File: config.mk
export PLATFORM = sky130hd
export DESIGN_NAME = serial_word_rx_flat
export DESIGN_NICKNAME = d
export VERILOG_FILES = /design/src/rtl/serial_word_rx_if.sv /design/src/rtl/serial_word_rx.sv /design/src/flat_wrapper.sv
export SDC_FILE = /design/constraint.sdc
export NUM_CORES = 1
export LEC_CHECK = 0
export CAP_MARGIN = 20
export CORE_UTILIZATION = 47
export CTS_CLUSTER_DIAMETER = 120
export CTS_CLUSTER_SIZE = 8
export DETAILED_ROUTE_END_ITERATION = 8
export HOLD_SLACK_MARGIN = 0.02
export PLACE_DENSITY = 0.74
export SYNTH_ARGS = -nofsm -noshare
export SYNTH_HDL_FRONTEND = slang
export SYNTH_SLANG_ARGS = --single-unit
File: constraint.sdc
create_clock -name clk -period 1.75 [get_ports clk]
set_clock_uncertainty 0.15 [all_clocks]
set_input_delay 0.4375 -clock clk [delete_from_list [all_inputs] [get_ports clk]]
set_output_delay 0.4375 -clock clk [all_outputs]
set_load 0.01 [all_outputs]
File: src/rtl/serial_word_rx_if.sv
// serial_word_rx_if: serial bit stream in, parallel word out with valid/ready.
// The perr wire exists only when SERIAL_RX_PARITY_EN is defined.
interface serial_word_rx_if #(
  parameter int len = 16
);
  logic           si;
  logic           en;
  logic           sync;
  logic           dready;
  logic           clr;
  logic [len-1:0] dout;
  logic           dvalid;
  logic           busy;
  logic           ovf;
`ifdef SERIAL_RX_PARITY_EN
  logic           perr;
`endif

  // Receiver side
  modport slave (
    input  si, en, sync, dready, clr,
`ifdef SERIAL_RX_PARITY_EN
    output perr,
`endif
    output dout, dvalid, busy, ovf
  );

  // Bit-stream source and word consumer side
  modport master (
    output si, en, sync, dready, clr,
`ifdef SERIAL_RX_PARITY_EN
    input  perr,
`endif
    input  dout, dvalid, busy, ovf
  );
endinterface

File: src/rtl/serial_word_rx.sv
// serial_word_rx: MSB-first serial-to-parallel receiver with a registered
// valid/ready output word and a sticky overrun flag.
// Optional even-parity bit after each word: define SERIAL_RX_PARITY_EN.
//
// state | meaning
// IDLE  | waiting for en&sync (bit 0 of a frame)
// SHIFT | collecting data bits, count = bits received so far
// PAR   | all data bits in, next en bit is the parity bit (parity build only)
module serial_word_rx #(
  parameter int len = 16
) (
  input logic            clk,
  input logic            rstn,
  serial_word_rx_if.slave bus
);

  localparam int            CW       = $clog2(len + 1);
  localparam logic [CW-1:0] CNT_ONE  = CW'(1);
  localparam logic [CW-1:0] CNT_LAST = CW'(len - 1);

`ifdef SERIAL_RX_PARITY_EN
  typedef enum logic [1:0] {IDLE = 2'd0, SHIFT = 2'd1, PAR = 2'd2} state_t;
`else
  typedef enum logic {IDLE = 1'b0, SHIFT = 1'b1} state_t;
`endif

  state_t         state_q;
  logic [CW-1:0]  cnt_q;
  logic [len-1:0] sr_q;
  logic [len-1:0] sr_d;
  logic [len-1:0] dout_q;
  logic [len-1:0] word_d;
  logic           dvalid_q;
  logic           ovf_q;
  logic           busy_q;
  logic           commit;
  logic           accept;
  logic           overrun;
`ifdef SERIAL_RX_PARITY_EN
  logic           perr_q;
  logic           perr_d;
`endif

  // Shift candidate, word completion and the commit/overrun decision.
  // A sync bit always wins over completion: the partial word is dropped.
  always_comb begin
    sr_d   = {sr_q[len-2:0], bus.si};
    word_d = sr_d;
    commit = 1'b0;
`ifdef SERIAL_RX_PARITY_EN
    perr_d = ^{sr_q, bus.si};
    if (state_q == PAR && bus.en && !bus.sync) begin
      commit = 1'b1;
      word_d = sr_q;
    end
`else
    if (state_q == SHIFT && bus.en && !bus.sync && cnt_q == CNT_LAST) begin
      commit = 1'b1;
    end
`endif
    accept  = commit && (!dvalid_q || bus.dready);
    overrun = commit && dvalid_q && !bus.dready;
  end

  // Frame FSM: shift register, bit counter and registered busy.
  always_ff @(posedge clk or negedge rstn) begin
    if (!rstn) begin
      state_q <= IDLE;
      cnt_q   <= '0;
      sr_q    <= '0;
      busy_q  <= 1'b0;
    end else if (bus.en) begin
      case (state_q)
        IDLE: begin
          if (bus.sync) begin
            sr_q    <= sr_d;
            cnt_q   <= CNT_ONE;
            state_q <= SHIFT;
            busy_q  <= 1'b1;
          end
        end
        SHIFT: begin
          sr_q <= sr_d;
          if (bus.sync) begin
            cnt_q <= CNT_ONE;
          end else if (cnt_q == CNT_LAST) begin
`ifdef SERIAL_RX_PARITY_EN
            cnt_q   <= cnt_q + CNT_ONE;
            state_q <= PAR;
`else
            cnt_q   <= '0;
            state_q <= IDLE;
            busy_q  <= 1'b0;
`endif
          end else begin
            cnt_q <= cnt_q + CNT_ONE;
          end
        end
`ifdef SERIAL_RX_PARITY_EN
        PAR: begin
          if (bus.sync) begin
            sr_q    <= sr_d;
            cnt_q   <= CNT_ONE;
            state_q <= SHIFT;
          end else begin
            cnt_q   <= '0;
            state_q <= IDLE;
            busy_q  <= 1'b0;
          end
        end
`endif
        default: begin
          state_q <= IDLE;
          busy_q  <= 1'b0;
        end
      endcase
    end
  end

  // Output holding register, handshake and sticky overrun (set beats clr).
  always_ff @(posedge clk or negedge rstn) begin
    if (!rstn) begin
      dout_q   <= '0;
      dvalid_q <= 1'b0;
      ovf_q    <= 1'b0;
`ifdef SERIAL_RX_PARITY_EN
      perr_q   <= 1'b0;
`endif
    end else begin
      if (accept) begin
        dout_q   <= word_d;
        dvalid_q <= 1'b1;
      end else if (dvalid_q && bus.dready) begin
        dvalid_q <= 1'b0;
      end

      if (overrun) begin
        ovf_q <= 1'b1;
      end else if (bus.clr) begin
        ovf_q <= 1'b0;
      end

`ifdef SERIAL_RX_PARITY_EN
      // perr tracks the word held in dout; a new commit overrides clr.
      if (accept) begin
        perr_q <= perr_d;
      end else if (bus.clr) begin
        perr_q <= 1'b0;
      end
`endif
    end
  end

  assign bus.dout   = dout_q;
  assign bus.dvalid = dvalid_q;
  assign bus.busy   = busy_q;
  assign bus.ovf    = ovf_q;
`ifdef SERIAL_RX_PARITY_EN
  assign bus.perr   = perr_q;
`endif

endmodule

File: src/flat_wrapper.sv
// flat-port wrapper written by rule: the top's interface ports become plain ports
module serial_word_rx_flat 
#(
  parameter int len = 16
)
  (clk, rstn, bus_si, bus_en, bus_sync, bus_dready, bus_clr, bus_dout, bus_dvalid, bus_busy, bus_ovf);
  serial_word_rx_if #(.len(len)) bus_i ();
  input logic clk;
  input logic rstn;
  input wire logic [$bits(bus_i.si)-1:0] bus_si;
  input wire logic [$bits(bus_i.en)-1:0] bus_en;
  input wire logic [$bits(bus_i.sync)-1:0] bus_sync;
  input wire logic [$bits(bus_i.dready)-1:0] bus_dready;
  input wire logic [$bits(bus_i.clr)-1:0] bus_clr;
  output wire logic [$bits(bus_i.dout)-1:0] bus_dout;
  output wire logic [$bits(bus_i.dvalid)-1:0] bus_dvalid;
  output wire logic [$bits(bus_i.busy)-1:0] bus_busy;
  output wire logic [$bits(bus_i.ovf)-1:0] bus_ovf;
  assign bus_i.si = bus_si;
  assign bus_i.en = bus_en;
  assign bus_i.sync = bus_sync;
  assign bus_i.dready = bus_dready;
  assign bus_i.clr = bus_clr;
  assign bus_dout = bus_i.dout;
  assign bus_dvalid = bus_i.dvalid;
  assign bus_busy = bus_i.busy;
  assign bus_ovf = bus_i.ovf;
  serial_word_rx #(.len(len)) u_core (.clk(clk), .rstn(rstn), .bus(bus_i));
endmodule
Word level (Yosys, flattened, before mapping)
Index checks and enable logic that the tools add are counted.
{"block": "totals", "reg_bits": 40, "in_bits": 7, "word_cells": 47}
{"block": "op_classes", "addsub": 1, "eq_ne": 4, "muxes": 19, "bitwise_logic": 1, "reduce_logical": 15}
{"op": "15-bit one-hot mux with 2 select lines", "n": 1}
{"op": "15-bit two-way mux", "n": 1}
{"op": "5-bit two-way mux", "n": 3}
{"op": "1-bit two-way mux", "n": 11}
{"op": "5-bit one-hot mux with 2 select lines", "n": 1}
{"op": "1-bit logical AND", "n": 7}
{"op": "2-bit != test, second input constant", "n": 3}
{"op": "5-bit by 1-bit adder with 5-bit output, second input constant", "n": 1}
{"op": "5-bit by 4-bit equality test with 1-bit output, second input constant", "n": 1}
{"op": "1-bit one-hot mux with 2 select lines", "n": 2}
{"op": "4-bit AND reduction", "n": 1}
{"op": "2-bit nonzero test", "n": 2}
{"op": "1-bit logical NOT", "n": 3}
{"op": "2-bit AND reduction", "n": 1}
{"op": "1-bit logical OR", "n": 1}
{"op": "1-bit NOT", "n": 1}

Logic depth before layout (Yosys ltp)
{"block": "logic_depth", "depth_word": 7, "mapped_depth": 6, "depth_no_buf": 4}

Least setup slack after synthesis
OpenSTA, ideal clock, no wires.
{"block": "synth_path", "path_type": "reg2reg", "startpoint": "register u_core.cnt_q[0]", "endpoint": "register u_core.dout_q[0] (netlist: u_core.bus.dout[0])", "setup_time_ps": 125, "arrival_ps": 1531, "required_ps": 1475, "slack_ps": -57, "stages_incl_launch_ff": 7, "synth_period_minus_slack_ps": 1807, "path_cell_list": "dfrtp_1 > ha_1 > and4b_1 > and3_4 > buf_6 > buf_12 > mux2_4"}
{"block": "synth_between", "elab_chain_cells": 4}
{"item": "start, declared", "line": "serial_word_rx.sv:28", "rtl": "logic [CW-1:0] cnt_q;"}
{"item": "start signal, assigned", "line": "serial_word_rx.sv:96", "rtl": "cnt_q <= cnt_q + CNT_ONE;"}
{"item": "5-bit by 4-bit equality test with 1-bit output", "line": "serial_word_rx.sv:57", "rtl": "if (state_q == SHIFT && bus.en && !bus.sync && cnt_q == CNT_LAST) begin"}
{"item": "1-bit logical AND", "line": "serial_word_rx.sv:57"}
{"item": "1-bit two-way mux", "line": "serial_word_rx.sv:57"}
{"item": "1-bit logical AND", "line": "serial_word_rx.sv:61", "rtl": "accept = commit && (!dvalid_q || bus.dready);"}
{"item": "end signal, assigned", "line": "serial_word_rx.sv:131", "rtl": "dout_q <= word_d;"}
{"item": "end, declared", "line": "serial_word_rx.sv:31", "rtl": "logic [len-1:0] dout_q;"}
No other way between the ends.
A chain may end at the register's enable or synchronous reset.

Worst setup path in the final report
{"block": "layout_path", "startpoint": "input bus_en", "endpoint": "register u_core.dout_q[13] (netlist: u_core.bus.dout[13])"}
{"block": "layout_between", "elab_chain_cells": 5}
{"item": "start, declared", "line": "flat_wrapper.sv:11", "rtl": "input wire logic [$bits(bus_i.en)-1:0] bus_en;"}
{"item": "1-bit logical AND (3 in a row)", "line": "serial_word_rx.sv:57"}
{"item": "1-bit two-way mux", "line": "serial_word_rx.sv:57"}
{"item": "1-bit logical AND", "line": "serial_word_rx.sv:61"}
No other way between the ends.

==> impl_metrics.csv <==
group,metric,value,unit
sta,finalSetupViolations,0,
clocking,clock-root-buffer,"clkbuf_4",
synthesis,synth_top_family_by_area,"multiplexers",
synthesis,synth-edff-count,0,
synthesis,ys_ff_latch,40,
route,drc_errors,0,
worst_setup_path,critPathMaxStageDelay,470,ps
floorplan,start_util,0.495,
floorplan,num_rows,21,
power,combPwrFrac,0.177,
place,place_congestion,0.762,
synthesis,yosysTopAreaCellShare,0.602,
final_layout,layout-drive-gt1-share,0.377,
synthesis,async_flop_share,1.00,
synthesis,synth_compound_area_frac,0.0669,
floorplan,die-area,3780,sq um
power,power.total,2000,uW
final_layout,final_cells,200,
final_layout,mostFrequentLayoutCell,"dfrtp_1",
grt,antenna_found_initial,0,
sta,period_minus_slack,1730,ps
grt,grt_pass1_wl,4540,um
synthesis,syn_area,1660,sq um
sta,rsz0062_at_grt,"true",
place,dp_cells,189,
synthesis,synth_top_area_cell,"dfrtp_1",
flow_run,max_cap_viol_count,0,
grt,grt_use_total,0.175,
clocking,cts_tree,"yes",
worst_setup_path,critPathArrivalTime,1820,ps
sta,slew_headroom,0.858,
sta,slew_violations,0,
synthesis,synthCells,109,
sta,finalHoldViolCount,0,
clocking,cts.sink_count,40,
route,initialDrtViolationCount,41,
place,portBuffers,25,
route,dr_total_vias,1019,
power,internal-power,1470,uW
worst_setup_path,crit_chain,"clkdlybuf4s50_1, and3b_1, and3_4, clkbuf_16, mux2_4",
clocking,numCtsBuffers,5,
clocking,clkLatencyLatePin,340,ps
clocking,htreeDepth,2,
worst_hold_path,hp-class,"flip-flop to flip-flop",
worst_setup_path,required,1830,ps
route,drt_pass1_iterations,4,
final_layout,fill_cells,276,
sta,fin_crit_sh,0.990,
worst_setup_path,path_buf_inv,2,
floorplan,core,3360,sq um
synthesis,synthXorXnorAreaFrac,0,
final_layout,regArea,1000,sq um
synthesis,synth_adder_area_share,0.00752,
synthesis,yosysWarnings,0,
route,ant_nets,0,
power,clkPwrFrac,0.215,
final_layout,layout.nets,162,
route,viasPerCell,5.10,
final_layout,multi_input_area,631,sq um
clocking,clk_pin_slew,110,ps
sta,hold_slack,363,ps
worst_setup_path,start_kind,"primary input",
worst_setup_path,end_kind,"flip-flop",
grt,grt_pass1_vias,1034,
synthesis,synth_nets,117,
sta,fin_tns_setup,0,ps
final_layout,layout_common_cells,"dfrtp_1, dlygate4sd2_1, mux2_4",
synthesis,synth-simple-area-share,0.0571,
route,wirelength,2960,um
clocking,cts_buffer_depth,2,
synthesis,synth_cell_types,29,
worst_setup_path,cp_max_fo,4,
power,power.density,921,nW/um^2
sta,max_freq,0.577,GHz
grt,grt.overflow.total,0,
worst_setup_path,critPathKind,"primary input to flip-flop",
synthesis,synthTopCellsByArea,"dfrtp_1, mux2_2, mux2_4",
power,ir_drop,0.575,mV
worst_setup_path,slowest_stage,"clkdlybuf4s50_1",
floorplan,die_h,61.5,um
synthesis,synthMuxAreaShare,0.232,
floorplan,pin_count,26,
synthesis,ys_seq_area_frac,0.602,
synthesis,synth_flop_cell,"dfrtp_1",
power,power_frac_seq,0.608,
place,dp_hpwl,1920,um
final_layout,antenna_cells,0,
floorplan,die_x,61.5,um
run_status,outcome,"finished clean",
route,routedWlPerCell,14.8,um
final_layout,syn2layout_area_growth,30.6,%
worst_setup_path,crit_family,"buffers and inverters",
power,switching_share,0.266,
power,p_sw,532,uW
sta,worst-slew-pin-transition,213,ps
grt,grt_start_max_net_pins,41,
power,p_leak,0.00109,uW
synthesis,syn_area_per_cell,15.3,sq um
[synthesized netlist by cell type (2+ instances only)]
| cell type | count |
|---|---|
| mux2_4 | 10 |
| mux2_2 | 21 |
| nand2_1 | 3 |
| a21oi_1 | 2 |
| inv_1 | 3 |
| dfrtp_1 | 40 |
| nand2b_1 | 4 |
| a21boi_0 | 2 |
| a22o_1 | 2 |
| buf_2 | 3 |
[cells by family after synthesis]
family	count (synthesis)
muxes	31
AOI/OAI and AO/OA	15
adders and majority gates	1
DFF	40
buffers and inverters	8
and+or+nand+nor	14
[sequential cells by signal, summed over array words and instances, names as in the netlist]
| name | cells |
|---|---|
| u_core.sr_q | 15 |
| u_core.cnt_q | 5 |
| u_core.state_q | 1 |
| u_core.bus.dout | 16 |
| u_core.bus.busy | 1 |
| u_core.bus.dvalid | 1 |
| u_core.bus.ovf | 1 |
[path summary, 6_finish.rpt]
path                       cells after the start          startpoint  slack (ps)                   to
min in group asynchronous                      3                rstn         430      u_core.cnt_q[0]
max in group asynchronous                      3                rstn         830  u_core.bus.dout[12]
setup / recovery                               5              bus_en          20  u_core.bus.dout[13]
setup reg to reg                               5     u_core.cnt_q[0]          20  u_core.bus.dout[13]
hold reg to reg                                1  u_core.bus.dout[8]         360   u_core.bus.dout[8]
hold / removal                                 1  u_core.bus.dout[8]         360   u_core.bus.dout[8]
[power by group through the flow]
stage	combinational [uW]	clock, uW	sequential, uW
after floorplan	198	0	1200
after global placement	330	0	1210
after detailed placement	346	0	1230
after CTS	343	447	1210
after global routing	387	485	1240
final	354	431	1220
[metal layers]
metal / vias up / track usage / wire [um]
met2: 27 / 0.275 / 1420
met1: 507 / 0.216 / 1340
met3: 7 / 0.0483 / 137
met4: 0 / 0.102 / 56
li1: 478 / - / -
met5: - / 0 / 0
[cell type report]
cell class | instances | area share
flip-flops and latches | 40 | 0.461
multi-input cells | 61 | 0.290
repair buffers | 43 | 0.196
well taps | 46 | 0.0265
clock buffers | 6 | 0.0190
inverters | 3 | 0.00518
clock inverters | 1 | 0.00230
[per-stage QoR]
stage / setup slack, ps / area [sq um] / util
after floorplan: -33.5 / 1670 / -
after global placement: -313 / 2080 / 0.618
after detailed placement: -333 / 2080 / 0.618
after CTS: 5.39 / 2110 / 0.628
after global routing: -31.5 / 2170 / 0.646
final: 17.7 / 2170 / 0.646
[what timing repair did]
item / in CTS / in global routing
buffers inserted: 0 / 2
gates resized for setup: 19 / 6
gates cloned: 0 / 1
setup endpoints to repair: 19 / 13
endpoints found under the hold margin: 40 / 0
pin swaps: 0 / 1
hold buffers: 1 / 0
Note: power is estimated with default switching activity, not from simulation.
